===== src/rtl/branch_predictor.sv =====
// rtl/branch_predictor.sv - BTB plus 2-bit PHT fetch predictor; optional gshare indexing under BP_GSHARE_EN
module branch_predictor #(
  parameter int XLEN    = 32,
  parameter int ENTRIES = 64,
  parameter int TAG_W   = 10,
  parameter int GHR_W   = 6,
  parameter int STAT_W  = 32
) (
  input  logic              clk_i,
  input  logic              rst_i,
  input  logic [XLEN-1:0]   pc_f_i,
  output logic              pred_taken_o,
  output logic [XLEN-1:0]   pred_pc_o,
  output logic [GHR_W-1:0]  pred_ghr_o,
  input  logic              upd_valid_i,
  input  logic [XLEN-1:0]   upd_pc_i,
  input  logic              upd_is_branch_i,
  input  logic              upd_is_jump_i,
  input  logic              upd_taken_i,
  input  logic [XLEN-1:0]   upd_target_i,
  input  logic              upd_pred_taken_i,
  input  logic [XLEN-1:0]   upd_pred_pc_i,
  input  logic [GHR_W-1:0]  upd_ghr_i,
  output logic              mispredict_o,
  output logic [XLEN-1:0]   correct_pc_o,
  output logic [STAT_W-1:0] stat_lookups_o,
  output logic [STAT_W-1:0] stat_mispred_o
);
  localparam int IDX_W = $clog2(ENTRIES);

  logic [ENTRIES-1:0] valid_q;
  logic [TAG_W-1:0]   tag_q    [ENTRIES];
  logic [XLEN-1:0]    target_q [ENTRIES];
  logic               jump_q   [ENTRIES];
  logic [1:0]         pht_q    [ENTRIES];
  logic [STAT_W-1:0]  lookups_q;
  logic [STAT_W-1:0]  mispred_q;

  logic [IDX_W-1:0] f_idx, f_pidx, u_idx, u_pidx;
  logic [TAG_W-1:0] f_tag, u_tag;
  logic             f_hit, u_hit, u_ctrl, u_cnt;

  assign f_idx  = pc_f_i[IDX_W+1:2];
  assign f_tag  = pc_f_i[IDX_W+TAG_W+1:IDX_W+2];
  assign u_idx  = upd_pc_i[IDX_W+1:2];
  assign u_tag  = upd_pc_i[IDX_W+TAG_W+1:IDX_W+2];
  assign u_ctrl = upd_is_branch_i | upd_is_jump_i;
  // Jumps are always taken, so their counter is never trained.
  assign u_cnt  = upd_is_branch_i & ~upd_is_jump_i;

`ifdef BP_GSHARE_EN
  logic [GHR_W-1:0] ghr_q;
  logic [GHR_W:0]   ghr_shift;
  logic             unused_ok;

  assign ghr_shift  = {ghr_q, upd_taken_i};
  assign f_pidx     = f_idx ^ IDX_W'(ghr_q);
  assign u_pidx     = u_idx ^ IDX_W'(upd_ghr_i);
  assign pred_ghr_o = ghr_q;
  assign unused_ok  = ^{pc_f_i, upd_pc_i, ghr_shift[GHR_W]};

  // History follows resolved outcomes only, so it needs no repair on mispredict.
  always_ff @(posedge clk_i or posedge rst_i) begin
    if (rst_i) begin
      ghr_q <= '0;
    end else if (upd_valid_i && upd_is_branch_i) begin
      ghr_q <= ghr_shift[GHR_W-1:0];
    end
  end
`else
  logic unused_ok;

  assign f_pidx     = f_idx;
  assign u_pidx     = u_idx;
  assign pred_ghr_o = '0;
  assign unused_ok  = ^{pc_f_i, upd_pc_i, upd_ghr_i};
`endif

  assign f_hit        = valid_q[f_idx] && (tag_q[f_idx] == f_tag);
  assign u_hit        = valid_q[u_idx] && (tag_q[u_idx] == u_tag);
  assign pred_taken_o = f_hit && (jump_q[f_idx] || pht_q[f_pidx][1]);
  assign pred_pc_o    = pred_taken_o ? target_q[f_idx] : pc_f_i + XLEN'(4);

  assign mispredict_o = upd_valid_i &&
                        ((upd_taken_i != upd_pred_taken_i) ||
                         (upd_taken_i && (upd_target_i != upd_pred_pc_i)));
  assign correct_pc_o = !upd_valid_i ? '0 :
                        (upd_taken_i ? upd_target_i : upd_pc_i + XLEN'(4));

  function automatic logic [1:0] sat2(input logic [1:0] c, input logic up);
    if (up) return (c == 2'd3) ? 2'd3 : c + 2'd1;
    else    return (c == 2'd0) ? 2'd0 : c - 2'd1;
  endfunction

  always_ff @(posedge clk_i or posedge rst_i) begin
    if (rst_i) begin
      valid_q <= '0;
      for (int i = 0; i < ENTRIES; i++) pht_q[i] <= 2'b01;
    end else if (upd_valid_i && u_ctrl) begin
      if (u_hit) begin
        if (u_cnt) pht_q[u_pidx] <= sat2(pht_q[u_pidx], upd_taken_i);
      end else if (upd_taken_i) begin
        valid_q[u_idx] <= 1'b1;
        if (u_cnt) pht_q[u_pidx] <= 2'b10;
      end
    end
  end

  // Payload needs no reset: it is only read behind a set valid bit.
  always_ff @(posedge clk_i) begin
    if (!rst_i && upd_valid_i && u_ctrl && upd_taken_i) begin
      tag_q[u_idx]    <= u_tag;
      target_q[u_idx] <= upd_target_i;
      jump_q[u_idx]   <= upd_is_jump_i;
    end
  end

  always_ff @(posedge clk_i or posedge rst_i) begin
    if (rst_i) begin
      lookups_q <= '0;
      mispred_q <= '0;
    end else begin
      if (upd_valid_i && (lookups_q != '1))  lookups_q <= lookups_q + STAT_W'(1);
      if (mispredict_o && (mispred_q != '1)) mispred_q <= mispred_q + STAT_W'(1);
    end
  end

  assign stat_lookups_o = lookups_q;
  assign stat_mispred_o = mispred_q;
endmodule


===== config.mk =====
export PLATFORM = sky130hd
export DESIGN_NAME = branch_predictor
export DESIGN_NICKNAME = d
export VERILOG_FILES = /design/src/rtl/branch_predictor.sv
export SDC_FILE = /design/constraint.sdc
export NUM_CORES = 2
export LEC_CHECK = 0
export CAP_MARGIN = 20
export CORE_MARGIN = 1.5
export CORE_UTILIZATION = 45
export DETAILED_ROUTE_END_ITERATION = 16
export GPL_TIMING_DRIVEN = 0
export REMOVE_ABC_BUFFERS = 1
export SKIP_LAST_GASP = 1
export SYNTH_ARGS = -nofsm -noshare
export SYNTH_HDL_FRONTEND = slang
export SYNTH_SLANG_ARGS = --single-unit

===== constraint.sdc =====
create_clock -name clk_i -period 10.11 [get_ports clk_i]
set_input_delay 1.011 -clock clk_i [delete_from_list [all_inputs] [get_ports clk_i]]
set_output_delay 1.011 -clock clk_i [all_outputs]
set_load 0.005 [all_outputs]

# Yosys cells after proc, flatten, opt, wreduce, memory -nomap -nowiden
# Memory sizes are Yosys's and may differ from the RTL's.
# Index checks and enable logic that the tools add are counted.
[totals] in_bits=141 out_inout_bits=136 mem_count=3 ff_bits=256 mem_bits_rw=2752
[classes] n_bitwise=10 muxes=30 add_sub_neg=6 n_eq_ne=7 n_lt_le_gt_ge=6 n_reduce_logical=20
[mem_list] memory="target_q" words=64 width=32 read_ports=1 rd_ports_with_merged_regs=0 wr=1 line="33" text="logic [XLEN-1:0] target_q [ENTRIES];"
[mem_list] memory="tag_q" words=64 width=10 read_ports=2 rd_ports_with_merged_regs=0 wr=1 line="32" text="logic [TAG_W-1:0] tag_q [ENTRIES];"
[mem_list] memory="jump_q" words=64 width=1 read_ports=1 rd_ports_with_merged_regs=0 wr=1 line="34" text="logic jump_q [ENTRIES];"
[ops] operator="128-bit two-way mux" n=4
[ops] operator="128-bit bitwise mux" n=1
[ops] operator="64-bit bitwise OR" n=2
[ops] operator="32-bit two-way mux" n=3
[ops] operator="32-bit by 1-bit adder with 32-bit output (second input constant)" n=2
[ops] operator="32-bit by 3-bit adder with 32-bit output (second input constant)" n=2
[ops] operator="64-bit bitwise AND" n=1
[ops] operator="32-bit inequality test (second input constant)" n=2
[ops] operator="64-bit NOT" n=1
[ops] operator="32-bit inequality test" n=1
[ops] operator="2-bit binary-select mux with 6-bit select" n=2
[ops] operator="2-bit two-way mux" n=11
[ops] operator="10-bit equality test" n=2
[ops] operator="7-bit greater-or-equal comparator (second input constant)" n=2
[ops] operator="6-bit by 7-bit < comparator with 1-bit output (second input constant)" n=2
[ops] operator="6-bit NOT with 7-bit output" n=2
[ops] operator="1-bit logical AND" n=13
[ops] operator="1-bit binary-select mux with 6-bit select" n=2
[ops] operator="2-bit demux with 6-bit select" n=1
[ops] operator="7-bit by 1-bit < comparator with 1-bit output (second input constant)" n=1
[ops] operator="1-bit demux with 6-bit select" n=1
[ops] operator="6-bit by 1-bit greater-or-equal comparator with 1-bit output (second input constant)" n=1
[ops] operator="3-bit AND reduction" n=2
[ops] operator="1-bit two-way mux" n=5
[ops] operator="11 further kinds" n=13

# Longest topological paths before layout
[logic_depth] ltp_word=13 depth_mapped=18 ltp_nobuf=10

# Least setup slack after synthesis
# Ideal clock, no wire load.
[synth_timing] kind="input to output" start="input pc_f_i[3]" end="output pred_pc_o[15]" required_time_ns=9.099 arrival_ns=4.632 n_path_buf=8 path_stages=12 setup_slack_ns=4.467 cell_sequence="buf_2 -> buf_2 -> buf_2 -> buf_2 -> clkbuf_1 -> buf_2 -> clkbuf_1 -> buf_1 -> mux4_2 -> mux4_2 -> mux4_2 -> mux2_2"
[synth_between] elab_chain_cells=7
[synth_lines] element="from (decl)" line="11" text="input logic [XLEN-1:0] pc_f_i,"
[synth_lines] element="parallel branches: the longest is 6 deep, another holds memory read 64 x 10 bit"
[synth_lines] element="32-bit two-way mux *" line="82" text="assign pred_pc_o = pred_taken_o ? target_q[f_idx] : pc_f_i + XLEN'(4);"
[synth_lines] element="to (decl)" line="13" text="output logic [XLEN-1:0] pred_pc_o,"
# Mark *: on every way between the ends. The select of a mux whose other input is x is not followed.

# Worst setup path in the final report
[layout_timing] start="input pc_f_i[2]" end="output pred_pc_o[11]"
# Same word-level chain as after synthesis.

==> results <==
- The run finished with clean final reports.
- The number of input and output port buffers inserted is around 260.
- The combinational share of power is 0.071.
- The latest clock arrival within the worst-skew pair is about 0.95 ns.
- The total I/O pin count is roughly 280.
- The analysis attributes to cell leakage a power of between 0.04 and 0.05 µW.
- Yosys mapped a number of flops with a built-in enable equal to 2,752.
- The pin count of the biggest net entering global routing is 107.
- The total setup violations reported at the end of the flow is 0.
- Sorting the synthesized cells by how often they occur yields 2,752 x sky130_fd_sc_hd__edfxtp_1, 867 x sky130_fd_sc_hd__mux4_2, 330 x sky130_fd_sc_hd__nor2_1.
- Buffers added to address setup during post-CTS repair amount to 0.
- The power density of the placed cells is 182 nW/µm².
- The post-synthesis cell area is between 100,000 and 150,000 µm².
- Of the post-synthesis cell area, the dominant cell type holds 0.655.
- The highest net fanout along the worst path is 106.
- The internal portion of the total power is 21,100 µW.
- The root buffer cell is sky130_fd_sc_hd__clkbuf_16.
- The maximum root-to-sink buffer count is 4.
- The min-delay analysis places its worst path in the category input port to flop.
- STA classifies the critical path startpoint as an input port.
- The initial cell density of the core is 0.452.
- The clock-pin slew reported for the worst setup and hold paths after clock tree synthesis is 0.06 ns.
- The highest attainable clock frequency is 0.101 GHz.
- The sort of element at the end of the critical path is an output pin.
- The fraction of power spent switching nets is 0.226.
- The maximum resistive drop on vdd is 0.205 mV.
- The via count is approximately 74,000.
- The top flip-flop cell by instance count after synthesis is sky130_fd_sc_hd__edfxtp_1.
- The number of clock buffers added by TritonCTS is 321.
- The clock network fraction of design power is 0.426.
- At the end of routability-driven placement, the weighted congestion stood at 0.862.
- The first detailed-routing pass ran for 8 iterations.
- At the pin with the least slew margin, the transition time is 1.42 ns.
- The mean cell area of the mapped netlist is 19.2 µm².
- The switching power of the nets is roughly 6200 µW.
- The final worst-path cycle share is 0.981.
- The global-route congestion overflow total is 0.
- Yosys printed 0 warnings.
- Dividing the detail-routed wire length by the instance count gives 39.0 µm.
- The total half-perimeter wirelength after legalization and detailed placement is roughly 280 mm.
- The starting DRC count in detailed routing is between 10,000 and 15,000.
- Max-cap violations in this run came to 0.
- The H-tree generated during clock tree synthesis spans 5 levels.
- The share of final-layout standard cells stronger than drive strength 1 is 0.281.
- Yosys attributes the largest share of cell area to sky130_fd_sc_hd__edfxtp_1 65%, sky130_fd_sc_hd__mux4_2 15%, sky130_fd_sc_hd__dfrtp_1 3.8%, sky130_fd_sc_hd__mux2i_1 1.8%, sky130_fd_sc_hd__dfstp_2 1.3%.
- The number of global-route vias before repair was between 70,000 and 80,000.
- The worst-case headroom to the max-slew limit is 0.0544.
- The number of hold-slack violations in the final timing report came to 0.
- The first-pass GRT wire length is 590 mm.
- Counting flops with an async set or reset pin after synthesis yields a share of 0.0851.
- For this run, design rule violations remaining after detail routing come to 0.
- STA puts the critical path data required time at 9.10 ns.
- After detailed routing, the number of vias per cell comes to 6.68.
- The overall die width is 533 µm.
- The TritonCTS clock tree is built.
- The number of nets with antenna violations after routing is 0.
- In the post-synthesis netlist, the cell with the most instances is sky130_fd_sc_hd__edfxtp_1.
- The worst path needs around 10 ns of the cycle, external delays included.
- The total global-route track usage is 0.301.
- The setup skew after layout is about 0.056 ns.
- The count of state elements after synthesis is ~3,000.
- The floorplan step defined a die boundary enclosing 284,000 µm².
- The die is 533 µm tall.
- The sum of negative setup slack is 0 ns.
- The layout-stage area growth over the synthesis result is 18.5%.
- The final-report max-slew violation count is 0.
- The arrival time at the worst endpoint is 8.90 ns.
- After floorplanning, the core was divided into roughly 190 placement rows.
- The number of resized instances in the post-cts repair step is 0.
- The post-cts hold buffer count is 0.
- The clock sink count is between 3,000 and 4,000.
- The cell type with the highest aggregate area in the netlist is sky130_fd_sc_hd__edfxtp_1.
- The critical path is of the input port to output pin type.
- The netlist uses 83 different library cells.
- Once layout is complete, the utilization of the core stands at 0.536.
- Setup repair after global routing left no endpoint under its margin.
- The share of power burned in registers is 0.503.
- The core outline area is 279,000 µm².
- The number of antenna violations at the first check in global routing is 25.
- The total detailed-routing wirelength is about 430 mm.
- For this run, the register share of the synthesized area comes to 0.706.
- The post-synthesis cell count is 6,578.
- The net count reported at finish is ~7,200.
sequential cells by signal, summed over array words and instances (netlist names):
| signal | flops |
|---|---|
| jump_q | 64 |
| tag_q | 640 |
| target_q | 2048 |
| pht_q | 128 |
| stat_mispred_o | 32 |
| valid_q | 64 |
| stat_lookups_o | 32 |
power by group through the flow:
| stage | clock network (µW) | registers [µW] | logic, µW |
|---|---|---|---|
| 2_1_floorplan | 0 | 14000 | 810 |
| 3_3_place_gp | 0 | 14000 | 3390 |
| 3_5_place_dp | 0 | 14000 | 1910 |
| 4_1_cts | 11700 | 13700 | 1910 |
| 5_1_grt | 12200 | 13700 | 2010 |
| 6_report | 11600 | 13700 | 1940 |
logic make-up (layout without fill, tap and decap cells):
logic type / Yosys count / after routing / synth area share
DFF: 3008 / 3008 / 0.706
muxes: 1155 / 1155 / 0.178
xor gates and xnor gates: 157 / 157 / 0.0109
buffers and inverters: 493 / 1249 / 0.0171
other: 1 / 22 / 0.0000297
adders and majority gates: 6 / 6 / 0.000555
and+or+nand+nor: 928 / 928 / 0.0362
AOI/OAI and AO/OA: 830 / 830 / 0.0510
worst max-delay path: stages:
cell	delay, ns
sky130_fd_sc_hd__buf_16	0.25
sky130_fd_sc_hd__buf_16	0.41
sky130_fd_sc_hd__buf_16	0.44
sky130_fd_sc_hd__buf_16	0.59
sky130_fd_sc_hd__buf_16	0.51
sky130_fd_sc_hd__nand3_1	0.92
sky130_fd_sc_hd__o22ai_1	0.53
sky130_fd_sc_hd__nor2_1	0.10
sky130_fd_sc_hd__a32oi_1	1.13
sky130_fd_sc_hd__xor2_1	0.24
sky130_fd_sc_hd__nor4bb_1	0.33
sky130_fd_sc_hd__and4_4	0.58
sky130_fd_sc_hd__buf_16	0.26
sky130_fd_sc_hd__mux2_2	0.48
sky130_fd_sc_hd__clkdlybuf4s50_1	0.48
routing by layer:
layer  GRT usage  part of all wire
met1       0.395              0.37
met2       0.459              0.46
met3      0.0739              0.11
met4       0.170             0.067
met5     0.00169           0.00037
final cells by class:
| cell class | instances | area, µm² |
|---|---|---|
| diodes | 16 | 40.0 |
| clock buffers | 404 | 8500 |
| clock inverters | 176 | 1700 |
| fillers | 21600 | 130000 |
| inverters | 50 | 205 |
| multi-input cells | 3082 | 35600 |
| flip-flops and latches | 3008 | 89100 |
| well taps | 3724 | 4660 |
| repair buffers | 619 | 9820 |
metrics by stage:
stage / power, µW / cell area, µm² / hold slack (ns) / cells / setup WS, ns
floorplan: 14800 / 124000 / 0.450 / 6140 / 1.09
detailed placement: 15900 / 139000 / 0.475 / 10500 / 0.474
global route: 27900 / 150000 / 0.283 / 11100 / 0.122
global placement: 17400 / 132000 / 0.464 / 10100 / -55.94
finish: 27300 / 150000 / 0.307 / 11100 / 0.196
CTS: 27400 / 150000 / 0.262 / 11100 / 0.459
final timing paths:
path / startpoint / endpoint / depth (start not counted) / slack [ns]
max reg2reg: tag_q[61][6]$_DFFE_PP_ / pht_q[36]$_DFFE_PP1P_ / 14 / 4.80
min in group asynchronous: rst_i / pht_q[61]$_DFFE_PP0P_ / 2 / 0.69
min: upd_target_i[7] / target_q[22][7]$_DFFE_PP_ / 1 / 0.31
max: pc_f_i[2] / pred_pc_o[11] / 15 / 0.20
min reg2reg: stat_lookups_o[7]$_DFFE_PP0P_ / stat_lookups_o[7]$_DFFE_PP0P_ / 1 / 0.49
max in group asynchronous: rst_i / stat_mispred_o[3]$_DFFE_PP0P_ / 4 / 8.02
cell usage in the layout (no fill, tap or decap), types with 106 or more instances in the layout:
cell                              instances
sky130_fd_sc_hd__edfxtp_1              2752
sky130_fd_sc_hd__mux4_2                 867
sky130_fd_sc_hd__clkbuf_16              325
sky130_fd_sc_hd__nor2_1                 264
sky130_fd_sc_hd__buf_12                 225
sky130_fd_sc_hd__mux2i_1                223
sky130_fd_sc_hd__clkdlybuf4s50_1        211
sky130_fd_sc_hd__dfrtp_1                192
sky130_fd_sc_hd__nand2_1                162
sky130_fd_sc_hd__a211oi_1               119
sky130_fd_sc_hd__nor2b_1                106
Note: power is estimated with default switching activity, not from simulation.
